==> src/rtl/spi_pkg.sv <==
// Shared types and constants for the SPI transfer engine.
package spi_pkg;

    localparam int SPI_DATA_BITS = 8;

    typedef enum logic [1:0] {
        IDLE,
        CPHA_DELAY,
        P0,
        P1
    } spi_state_e;

endpackage

==> src/rtl/spi_xfer_engine_if.sv <==
// Host command/status and serial-line bundle for spi_xfer_engine.
// The host side uses the master modport and the engine uses the slave modport.
interface spi_xfer_engine_if #(
    parameter int DVSR_BITS = 16
);
    import spi_pkg::*;

    logic [DVSR_BITS-1:0]     dvsr;
    logic                     cpol;
    logic                     cpha;
    logic                     start;
    logic [SPI_DATA_BITS-1:0] mosi_data;
    logic                     miso;
    logic [SPI_DATA_BITS-1:0] miso_data;
    logic                     ready;
    logic                     done_tick;
    logic                     spi_clk;
    logic                     mosi;

    modport master (
        output dvsr, cpol, cpha, start, mosi_data, miso,
        input  miso_data, ready, done_tick, spi_clk, mosi
    );

    modport slave (
        input  dvsr, cpol, cpha, start, mosi_data, miso,
        output miso_data, ready, done_tick, spi_clk, mosi
    );

endinterface

==> src/rtl/spi_xfer_engine.sv <==
// Single-byte SPI master with programmable half-period, CPOL and CPHA.
// Bit order is MSB first unless SPI_XFER_LSB_FIRST_EN is defined.
module spi_xfer_engine
    import spi_pkg::*;
#(
    parameter int DVSR_BITS = 16
) (
    input  logic             clk,
    input  logic             reset_n,
    spi_xfer_engine_if.slave bus
);

    localparam int BIT_W = $clog2(SPI_DATA_BITS);

    spi_state_e               state_q, state_d;
    logic [DVSR_BITS-1:0]     cnt_q, cnt_d;
    logic [DVSR_BITS-1:0]     dvsr_q, dvsr_d;
    logic [BIT_W-1:0]         bit_q, bit_d;
    logic [SPI_DATA_BITS-1:0] tx_q, tx_d;
    logic [SPI_DATA_BITS-1:0] rx_q, rx_d;
    logic                     cpol_q, cpol_d;
    logic                     cpha_q, cpha_d;
    logic                     spi_clk_q, spi_clk_d;

    logic                     done;
    logic                     half_last;
    logic                     cpol_eff;
    logic                     cpha_eff;
    logic                     phase;
    logic [SPI_DATA_BITS-1:0] tx_shift;
    logic [SPI_DATA_BITS-1:0] rx_shift;

`ifdef SPI_XFER_LSB_FIRST_EN
    assign bus.mosi = tx_q[0];
    assign tx_shift = {1'b0, tx_q[SPI_DATA_BITS-1:1]};
    assign rx_shift = {bus.miso, rx_q[SPI_DATA_BITS-1:1]};
`else
    assign bus.mosi = tx_q[SPI_DATA_BITS-1];
    assign tx_shift = {tx_q[SPI_DATA_BITS-2:0], 1'b0};
    assign rx_shift = {rx_q[SPI_DATA_BITS-2:0], bus.miso};
`endif

    assign half_last = (cnt_q == dvsr_q);

    // Idle tracks the live mode pins so spi_clk settles at the new CPOL
    // before a transfer; mid-transfer only the latched copies matter.
    assign cpol_eff = (state_q == IDLE) ? bus.cpol : cpol_q;
    assign cpha_eff = (state_q == IDLE) ? bus.cpha : cpha_q;

    always_ff @(posedge clk) begin
        if (!reset_n) begin
            state_q   <= IDLE;
            cnt_q     <= '0;
            dvsr_q    <= '0;
            bit_q     <= '0;
            tx_q      <= '0;
            rx_q      <= '0;
            cpol_q    <= 1'b0;
            cpha_q    <= 1'b0;
            spi_clk_q <= 1'b0;
        end else begin
            state_q   <= state_d;
            cnt_q     <= cnt_d;
            dvsr_q    <= dvsr_d;
            bit_q     <= bit_d;
            tx_q      <= tx_d;
            rx_q      <= rx_d;
            cpol_q    <= cpol_d;
            cpha_q    <= cpha_d;
            spi_clk_q <= spi_clk_d;
        end
    end

    always_comb begin
        state_d = state_q;
        cnt_d   = cnt_q;
        dvsr_d  = dvsr_q;
        bit_d   = bit_q;
        tx_d    = tx_q;
        rx_d    = rx_q;
        cpol_d  = cpol_q;
        cpha_d  = cpha_q;
        done    = 1'b0;

        unique case (state_q)
            IDLE: begin
                if (bus.start) begin
                    tx_d    = bus.mosi_data;
                    dvsr_d  = bus.dvsr;
                    cpol_d  = bus.cpol;
                    cpha_d  = bus.cpha;
                    cnt_d   = '0;
                    bit_d   = '0;
                    state_d = bus.cpha ? CPHA_DELAY : P0;
                end
            end
            CPHA_DELAY: begin
                if (half_last) begin
                    cnt_d   = '0;
                    state_d = P0;
                end else begin
                    cnt_d = cnt_q + 1'b1;
                end
            end
            P0: begin
                if (half_last) begin
                    rx_d    = rx_shift;
                    cnt_d   = '0;
                    state_d = P1;
                end else begin
                    cnt_d = cnt_q + 1'b1;
                end
            end
            P1: begin
                if (half_last) begin
                    cnt_d = '0;
                    if (bit_q == BIT_W'(SPI_DATA_BITS - 1)) begin
                        done    = 1'b1;
                        state_d = IDLE;
                    end else begin
                        tx_d    = tx_shift;
                        bit_d   = bit_q + 1'b1;
                        state_d = P0;
                    end
                end else begin
                    cnt_d = cnt_q + 1'b1;
                end
            end
            default: state_d = IDLE;
        endcase

        // spi_clk is registered from the next state so it lines up with it.
        phase     = ((state_d == P1) && !cpha_eff) || ((state_d == P0) && cpha_eff);
        spi_clk_d = phase ^ cpol_eff;
    end

    assign bus.ready     = (state_q == IDLE);
    assign bus.done_tick = done;
    assign bus.spi_clk   = spi_clk_q;
    assign bus.miso_data = rx_q;

endmodule

==> src/flat_wrapper.sv <==
// flat-port wrapper written by rule: the top's interface ports become plain ports
module spi_xfer_engine_flat import spi_pkg::*;
#(
    parameter int DVSR_BITS = 16
)
  (clk, reset_n, bus_dvsr, bus_cpol, bus_cpha, bus_start, bus_mosi_data, bus_miso, bus_miso_data, bus_ready, bus_done_tick, bus_spi_clk, bus_mosi);
  spi_xfer_engine_if #(.DVSR_BITS(DVSR_BITS)) bus_i ();
  input  logic clk;
  input  logic reset_n;
  input wire logic [$bits(bus_i.dvsr)-1:0] bus_dvsr;
  input wire logic [$bits(bus_i.cpol)-1:0] bus_cpol;
  input wire logic [$bits(bus_i.cpha)-1:0] bus_cpha;
  input wire logic [$bits(bus_i.start)-1:0] bus_start;
  input wire logic [$bits(bus_i.mosi_data)-1:0] bus_mosi_data;
  input wire logic [$bits(bus_i.miso)-1:0] bus_miso;
  output wire logic [$bits(bus_i.miso_data)-1:0] bus_miso_data;
  output wire logic [$bits(bus_i.ready)-1:0] bus_ready;
  output wire logic [$bits(bus_i.done_tick)-1:0] bus_done_tick;
  output wire logic [$bits(bus_i.spi_clk)-1:0] bus_spi_clk;
  output wire logic [$bits(bus_i.mosi)-1:0] bus_mosi;
  assign bus_i.dvsr = bus_dvsr;
  assign bus_i.cpol = bus_cpol;
  assign bus_i.cpha = bus_cpha;
  assign bus_i.start = bus_start;
  assign bus_i.mosi_data = bus_mosi_data;
  assign bus_i.miso = bus_miso;
  assign bus_miso_data = bus_i.miso_data;
  assign bus_ready = bus_i.ready;
  assign bus_done_tick = bus_i.done_tick;
  assign bus_spi_clk = bus_i.spi_clk;
  assign bus_mosi = bus_i.mosi;
  spi_xfer_engine #(.DVSR_BITS(DVSR_BITS)) u_core (.clk(clk), .reset_n(reset_n), .bus(bus_i));
endmodule
==> config.mk <==
export PLATFORM = sky130hd
export DESIGN_NAME = spi_xfer_engine_flat
export DESIGN_NICKNAME = d
export VERILOG_FILES = /design/src/rtl/spi_pkg.sv /design/src/rtl/spi_xfer_engine_if.sv /design/src/rtl/spi_xfer_engine.sv /design/src/flat_wrapper.sv
export SDC_FILE = /design/constraint.sdc
export NUM_CORES = 1
export LEC_CHECK = 0
export ABC_CLOCK_PERIOD_IN_PS = 6100
export CAP_MARGIN = 5
export CORE_ASPECT_RATIO = 1.75
export CORE_MARGIN = 2
export CORE_UTILIZATION = 57
export DETAILED_ROUTE_END_ITERATION = 8
export PLACE_DENSITY = 0.94
export SLEW_MARGIN = 20
export SYNTH_ARGS = -nofsm -noshare
export SYNTH_HDL_FRONTEND = slang
export SYNTH_SLANG_ARGS = --single-unit
==> constraint.sdc <==
create_clock -name clk -period 6.1 [get_ports clk]
set_clock_uncertainty 0.15 [all_clocks]
set_input_delay 0.61 -clock clk [delete_from_list [all_inputs] [get_ports clk]]
set_output_delay 0.61 -clock clk [all_outputs]
set_load 0.01 [all_outputs]
==> summary.txt, run 1 <==
Power
  – Power share of the combinational group: between 10% and 20%
  – Internal: 607 uW
  – Sequential Power Share: 48.8%
  – Tot Pwr: a little over 800 uW
  – Leak: between 1 and 1.5 nW
  – Switch share: roughly a quarter
  – Worst VDD drop: 0.253 mV
  – P per Cell Area: between 200 and 300 mW/mm2
  – Clk pwr share: roughly a third
  – P_sw: 218 uW

STA
  – Final Hold Viols: 0
  – Slew HR: 34.6%
  – Tmin final: between 3000 and 4000 ps
  – Crit share post-route: 52.8%
  – RSZ-0062 raised after global routing: false
  – Setup WS post-layout: about 2900 ps
  – Final-report max-slew violation count: 0
  – Fmax: ~310 MHz
  – Slew @ Worst Pin: 977 ps
  – Setup-failing EPs final: 0
  – Fin Setup TNS: 0 ps

Worst setup path
  – Reg2reg setup slack: about 3300 ps
  – Critical Path Start: u_core.cnt_q[11]$_SDFFE_PN0P_
  – Reg-to-Reg End: u_core.tx_q[2]$_SDFFE_PN0P_
  – Buffers & Inverters on Critical Path: 1
  – Critical path type: reg2out
  – CP max-delay cell: clkdlybuf4s50_1
  – Critical Path End Type: output port
  – Cell family with most CP delay: simple AND/OR/NAND/NOR gates
  – CP Data Arrival Time: 2460 ps
  – Worst path depth: 5
  – R2R depth: 7
  – Critical Path Source Type: register
  – Worst reg2reg path startpoint: u_core.cnt_q[11]$_SDFFE_PN0P_
  – Worst setup path end: bus_done_tick
  – Worst stage delay on the critical path: 540 ps
  – CP required: between 5000 and 6000 ps
  – Critical path cell sequence: xnor2_1, nand4_1, nor4_4, and4_1, clkdlybuf4s50_1
  – Crit Path Max Fanout: 9

CTS
  – Cts-stage hold buffer count: 0
  – CTS tree: built
  – Clock sinks: 56
  – Clock transition at path regs: approximately 100 ps
  – Clock root cell: clkbuf_8
  – H-tree level count: 2
  – CTS Buffer Depth: 2
  – Clock Latency Late Sink: between 300 and 400 ps
  – Post-CTS Resized: 0
  – Total CTS buffers: 5
  – Post-CTS Setup Bufs: 0

Drt
  – Via Count: 2376
  – Iter 0 DRT Violations: between 70 and 80
  – Router iterations before antenna repair: 4
  – Drt drc: 0
  – Routed vias/inst: 5.94
  – Drt wl/cell: about 15 um
  – Remaining antenna violation count: 0
  – Post-Route WL: ~6200 um

Logic synthesis
  – Area contributors post-synth: dfxtp_1 (43%), nand2_1 (9.5%), a21oi_1 (6.3%)
  – Count leader, synth: nand2_1
  – Synth cell count leaders: nand2_1 (66), dfxtp_1 (56), a21oi_1 (33)
  – Synth Flop Type: dfxtp_1
  – Post-synth ARST share: 0%
  – Mapped Avg Cell Area: 8.14 um2
  – Number of flops mapped to enable cells by yosys: 0
  – Synth cell types: 36
  – Synthesized area: approximately 0.0026 mm2
  – Mapped Nets: roughly 360
  – Number of synthesized register bits: 56
  – Ys Warns: 0
  – Top-area cell type share of the netlist area: 42.8%
  – Area leader, netlist: dfxtp_1
  – Post-Synthesis Cells: approximately 320
  – Seq/Total Area, Yosys: between 40 and 50%

Flow run
  – Max-cap violations: 0

Global route
  – Grt met3 use: roughly 3.9%
  – Initial antenna violation count: 0
  – Gr busiest metal: met2
  – Vias in the first global route: 2372
  – Largest net degree at the start of global routing: 57
  – Met2 global-route usage: a little under half
  – Global Route met1 Usage: about 30%
  – First-pass GRT wire length: 10800 um
  – All-layer global routing usage: 25.9%
  – Grt ovf: 0

Finish
  – Layout fillers: around 320
  – Share of layout cells above drive strength 1: under 10%
  – Final #Nets: 382
  – Post-layout util: 71.2%
  – Layout area overhead: 19.7%
  – Antenna cell count: 0
  – Non-filler instance count after layout: 400

Placed design
  – Final Wtd Congestion: just under 0.9
  – Placed Instances: 393
  – I/O Buffers: 41
  – Dpl ws: about 3200 ps
  – Final HPWL DP: between 4000 and 5000 um

Die
  – Core Area: around 0.0044 mm2
  – Die H: 93.7 um
  – Num ports: 42
  – Site row count: 32
  – Area of the die: 0.00518 mm2
  – Die width: 55.3 um
  – Initial core utilization: between 50% and 60%

Outcome
  – Outcome: complete, no violations

Hold path
  – Hold Path Class: reg2reg
[per-layer routing]
metal | vias to the layer above | routed length, um
li1 | 1157 | -
met1 | 1123 | 2390
met2 | 79 | 3360
met3 | 17 | 222
met4 | 0 | 198
met5 | - | 0
[layout make-up]
class                      count  area [um2]  area share (%)
clock buffer                   5        68.8            2.19
clock inverter                 2        60.1            1.92
inverter                       2        7.51           0.239
multi-input combinational    242        1400            44.5
sequential                    56        1120            35.8
tap                           51        63.8            2.04
timing repair buffer          42         418            13.3
[tightest hold or removal path: stages, from the launching register on]
cell and delay (ps):
dfxtp_1 330, nand2_1 50, a21oi_1 50
[cells in the final DEF, fill, tap and decap left out, drive strengths merged, types with 2 or more instances in the layout]
| cell type | count |
|---|---|
| nand2 | 66 |
| dfxtp | 56 |
| clkdlybuf4s50 | 41 |
| a21oi | 33 |
| nor2 | 32 |
| xnor2 | 17 |
| o21ai | 13 |
| nand3 | 13 |
| mux2i | 11 |
| a311oi | 11 |
| nand3b | 8 |
| and3 | 7 |
| nor3 | 6 |
| clkbuf | 5 |
| nand4 | 4 |
| ha | 3 |
| nor3b | 3 |
| and2 | 2 |
| inv | 2 |
| bufinv | 2 |
| or2 | 2 |
[power groups by stage]
stage | clock network (mW) | registers (mW) | logic (mW)
after detailed placement | 0 | 0.411 | 0.139
after global placement | 0 | 0.410 | 0.135
after CTS | 0.283 | 0.403 | 0.141
after floorplan | 0 | 0.403 | 0.104
after global routing | 0.296 | 0.406 | 0.158
final | 0.281 | 0.403 | 0.141
[through the flow]
step                area, um2  hold slack [ps]
finish                   3140              317
global route             3140              348
CTS                      3140              317
detailed placement       3010              303
global placement         3010              290
floorplan                2620              282
[sequential cells by signal (all words and copies together), names as in the netlist, 2 cells and up]
name,flops
u_core.bit_q,3
u_core.state_q,2
u_core.bus.miso_data,8
u_core.dvsr_q,16
u_core.cnt_q,16
u_core.tx_q,8
[how the worst min path moves through the flow]
stage                                        to  cells past startpoint                         from  slack [ps]
detailed placement   u_core.cpol_q$_SDFFE_PN0P_                      2   u_core.cpol_q$_SDFFE_PN0P_         300
CTS                  u_core.cpol_q$_SDFFE_PN0P_                      2   u_core.cpol_q$_SDFFE_PN0P_         320
floorplan           u_core.tx_q[0]$_SDFFE_PN0P_                      2  u_core.tx_q[0]$_SDFFE_PN0P_         280
finish               u_core.cpol_q$_SDFFE_PN0P_                      2   u_core.cpol_q$_SDFFE_PN0P_         320
global placement    u_core.tx_q[0]$_SDFFE_PN0P_                      2  u_core.tx_q[0]$_SDFFE_PN0P_         290
global route         u_core.cpol_q$_SDFFE_PN0P_                      2   u_core.cpol_q$_SDFFE_PN0P_         350
[cell families after synthesis]
| kind of cell | count (synthesis) | synth area share (%) |
|---|---|---|
| simple gates | 147 | 26.5 |
| buf+inv | 24 | 3.92 |
| xor+xnor | 17 | 5.68 |
| fa+ha+maj | 3 | 1.43 |
| compound gates | 63 | 15.1 |
| mux | 12 | 4.63 |
| flops | 56 | 42.8 |
No activity file was read; power rests on OpenSTA's default activity.
==> inputs of run 2 (changes only) <==
--- a/config.mk
+++ b/config.mk
@@ -5,13 +5,13 @@
 export SDC_FILE = /design/constraint.sdc
 export NUM_CORES = 1
 export LEC_CHECK = 0
-export ABC_CLOCK_PERIOD_IN_PS = 6100
+export ABC_CLOCK_PERIOD_IN_PS = 3400
 export CAP_MARGIN = 5
 export CORE_ASPECT_RATIO = 1.75
 export CORE_MARGIN = 2
-export CORE_UTILIZATION = 57
+export CORE_UTILIZATION = 53
 export DETAILED_ROUTE_END_ITERATION = 8
-export PLACE_DENSITY = 0.94
+export PLACE_DENSITY = 0.89
 export SLEW_MARGIN = 20
 export SYNTH_ARGS = -nofsm -noshare
 export SYNTH_HDL_FRONTEND = slang
==> constraint.sdc (replaced) <==
create_clock -name clk -period 3.4 [get_ports clk]
set_clock_uncertainty 0.15 [all_clocks]
set_input_delay 0.34 -clock clk [delete_from_list [all_inputs] [get_ports clk]]
set_output_delay 0.34 -clock clk [all_outputs]
set_load 0.01 [all_outputs]
==> run 2 against run 1 <==
Via count decreased by 0.34%. Die area up 7.1%. Non-clock buffer count up 1. Core utilization is 4.6 points lower. Global-route usage decreased by 4.3 points. Sequential share of layout area barely moved. Combinational power up 78%. Sequential power increased by 79%. Final cell count is 0.75% higher. Flip-flop and latch count stayed put. Clock power grew 61%. Critical path type unchanged. Critical endpoint unchanged. Largest cell class unchanged.
==> summary.txt, run 2 (synthesis gave the netlist of run 1 again) <==
STA
  – Tmin final: 2950 ps
  – Slew HR: between 30% and 40%
  – Slew @ Worst Pin: 951 ps
  – Setup WS post-layout: approximately 450 ps
  – Crit share post-route: between 80% and 90%
  – RSZ-0062 raised after global routing: false
  – Fmax: about 340 MHz
  – Fin Setup TNS: 0 ps
  – Setup-failing EPs final: 0
  – Final Hold Viols: 0
  – Final-report max-slew violation count: 0

Power
  – P_sw: 385 uW
  – P per Cell Area: 455 mW/mm2
  – Sequential Power Share: 50.7%
  – Power share of the combinational group: between 10% and 20%
  – Switch share: between 20% and 30%
  – Internal: roughly 1.0 mW
  – Clk pwr share: 31.7%
  – Leak: 1.16 nW
  – Worst VDD drop: 0.384 mV

Finish
  – Layout fillers: roughly 400
  – Most frequent cells in the layout: nand2_1 (66), dfxtp_1 (56), clkdlybuf4s50_1 (41)
  – Final #Nets: between 300 and 400
  – Area of the multi-input gates: roughly 0.0014 mm2
  – Antenna cell count: 0
  – Most common cell after layout, fill and taps aside: nand2_1
  – Largest regs: u_core.cnt_q (16), u_core.dvsr_q (16)
  – Share of layout cells above drive strength 1: 4.84%
  – FF/Latch Area: ~0.0011 mm2
  – Layout area overhead: 19.7%

Die
  – Core Area: around 0.0047 mm2
  – Die H: a little under 100 um
  – Num ports: 42
  – Initial core utilization: a little under three fifths
  – Site row count: 33
  – Die width: between 50 and 60 um
  – Area of the die: between 0.005 and 0.006 mm2

Global route
  – First-pass GRT wire length: about 9700 um
  – Vias in the first global route: roughly 2300
  – All-layer global routing usage: around 22%
  – Largest net degree at the start of global routing: 41
  – Initial antenna violation count: 0
  – Grt ovf: 0

Drt
  – Post-Route WL: between 5000 and 6000 um
  – Via Count: 2368
  – Remaining antenna violation count: 0
  – Drt drc: 0
  – Router iterations before antenna repair: 4
  – Drt wl/cell: roughly 14 um
  – Iter 0 DRT Violations: 95
  – Routed vias/inst: about 6

CTS
  – Post-CTS Resized: 0
  – Clock Latency Late Sink: between 300 and 400 ps
  – Post-CTS Setup Bufs: 0
  – Clock sinks: 56
  – CTS tree: built
  – Total CTS buffers: 5
  – H-tree level count: 2
  – Clock root cell: clkbuf_8
  – Cts-stage hold buffer count: 0
  – Clock transition at path regs: ~100 ps
  – CTS Buffer Depth: 2

Outcome
  – Outcome: complete, no violations

Worst setup path
  – Crit Path Max Fanout: 9
  – CP required: slightly below 3000 ps
  – Critical path type: reg2out
  – Critical Path End Type: output port
  – CP Data Arrival Time: 2460 ps
  – Critical Path Source Type: register

Placed design
  – Final Wtd Congestion: about 0.86
  – I/O Buffers: 41
  – Dpl ws: ~720 ps
  – Final HPWL DP: around 4200 um

Flow run
  – Max-cap violations: 0

Hold path
  – Hold Path Class: reg2reg
==> run 2: changes by cell type in the layout (fill, tap and decap cells not counted), sizes merged <==
cell	change
buf	+1
bufinv	-1
clkbuf	+1
clkinv	+1
==> run 2: stage by stage <==
| step | cell area [um2] | power [mW] | instances | utilization, % | hold WS [ps] |
|---|---|---|---|---|---|
| detailed placement | 3020 | 0.986 | 395 | 64.1 | 304 |
| global placement | 3020 | 0.981 | 395 | 64.1 | 292 |
| global route | 3140 | 1.49 | 403 | 66.6 | 345 |
| floorplan | 2620 | 0.908 | 322 | - | 282 |
| CTS | 3140 | 1.43 | 403 | 66.6 | 318 |
| finish | 3140 | 1.43 | 403 | 66.6 | 316 |
==> run 2: final cells by class <==
| class | count | area share (%) |
|---|---|---|
| timing repair buffer | 43 | 13.6 |
| multi-input combinational | 242 | 44.5 |
| sequential | 56 | 35.7 |
| tap | 52 | 2.07 |
| clock buffer | 6 | 2.63 |
| clock inverter | 2 | 1.24 |
| inverter | 2 | 0.239 |
==> run 2: worst paths after layout <==
path	from	endpoint	slack (ps)	cells past startpoint
hold / removal	u_core.tx_q[0]$_SDFFE_PN0P_	u_core.tx_q[0]$_SDFFE_PN0P_	320	2
hold reg to reg	u_core.tx_q[0]$_SDFFE_PN0P_	u_core.tx_q[0]$_SDFFE_PN0P_	320	2
setup reg to reg	u_core.cnt_q[9]$_SDFFE_PN0P_	u_core.tx_q[6]$_SDFFE_PN0P_	650	7
setup / recovery	u_core.cnt_q[9]$_SDFFE_PN0P_	bus_done_tick	450	5
==> run 2: routing by layer <==
layer / part of all wire, % / GRT usage [%]
met1: 38 / 23.8
met2: 54 / 39.9
met3: 4.7 / 3.88
met4: 2.9 / 7.87
met5: 0 / 0
==> run 2: power by group through the flow <==
stage / registers (mW) / clock network, mW / logic (mW)
3_3_place_gp: 0.737 / 0 / 0.245
3_5_place_dp: 0.738 / 0 / 0.249
2_1_floorplan: 0.722 / 0 / 0.186
5_1_grt: 0.727 / 0.482 / 0.278
6_report: 0.723 / 0.452 / 0.251
4_1_cts: 0.723 / 0.460 / 0.250
==> run 2: worst max-delay path: stages (launching register included) <==
cell and delay (ps):
dfxtp_1 470, xnor2_1 170, nand4_1 200, nor4_4 500
and4_1 270, clkdlybuf4s50_1 540
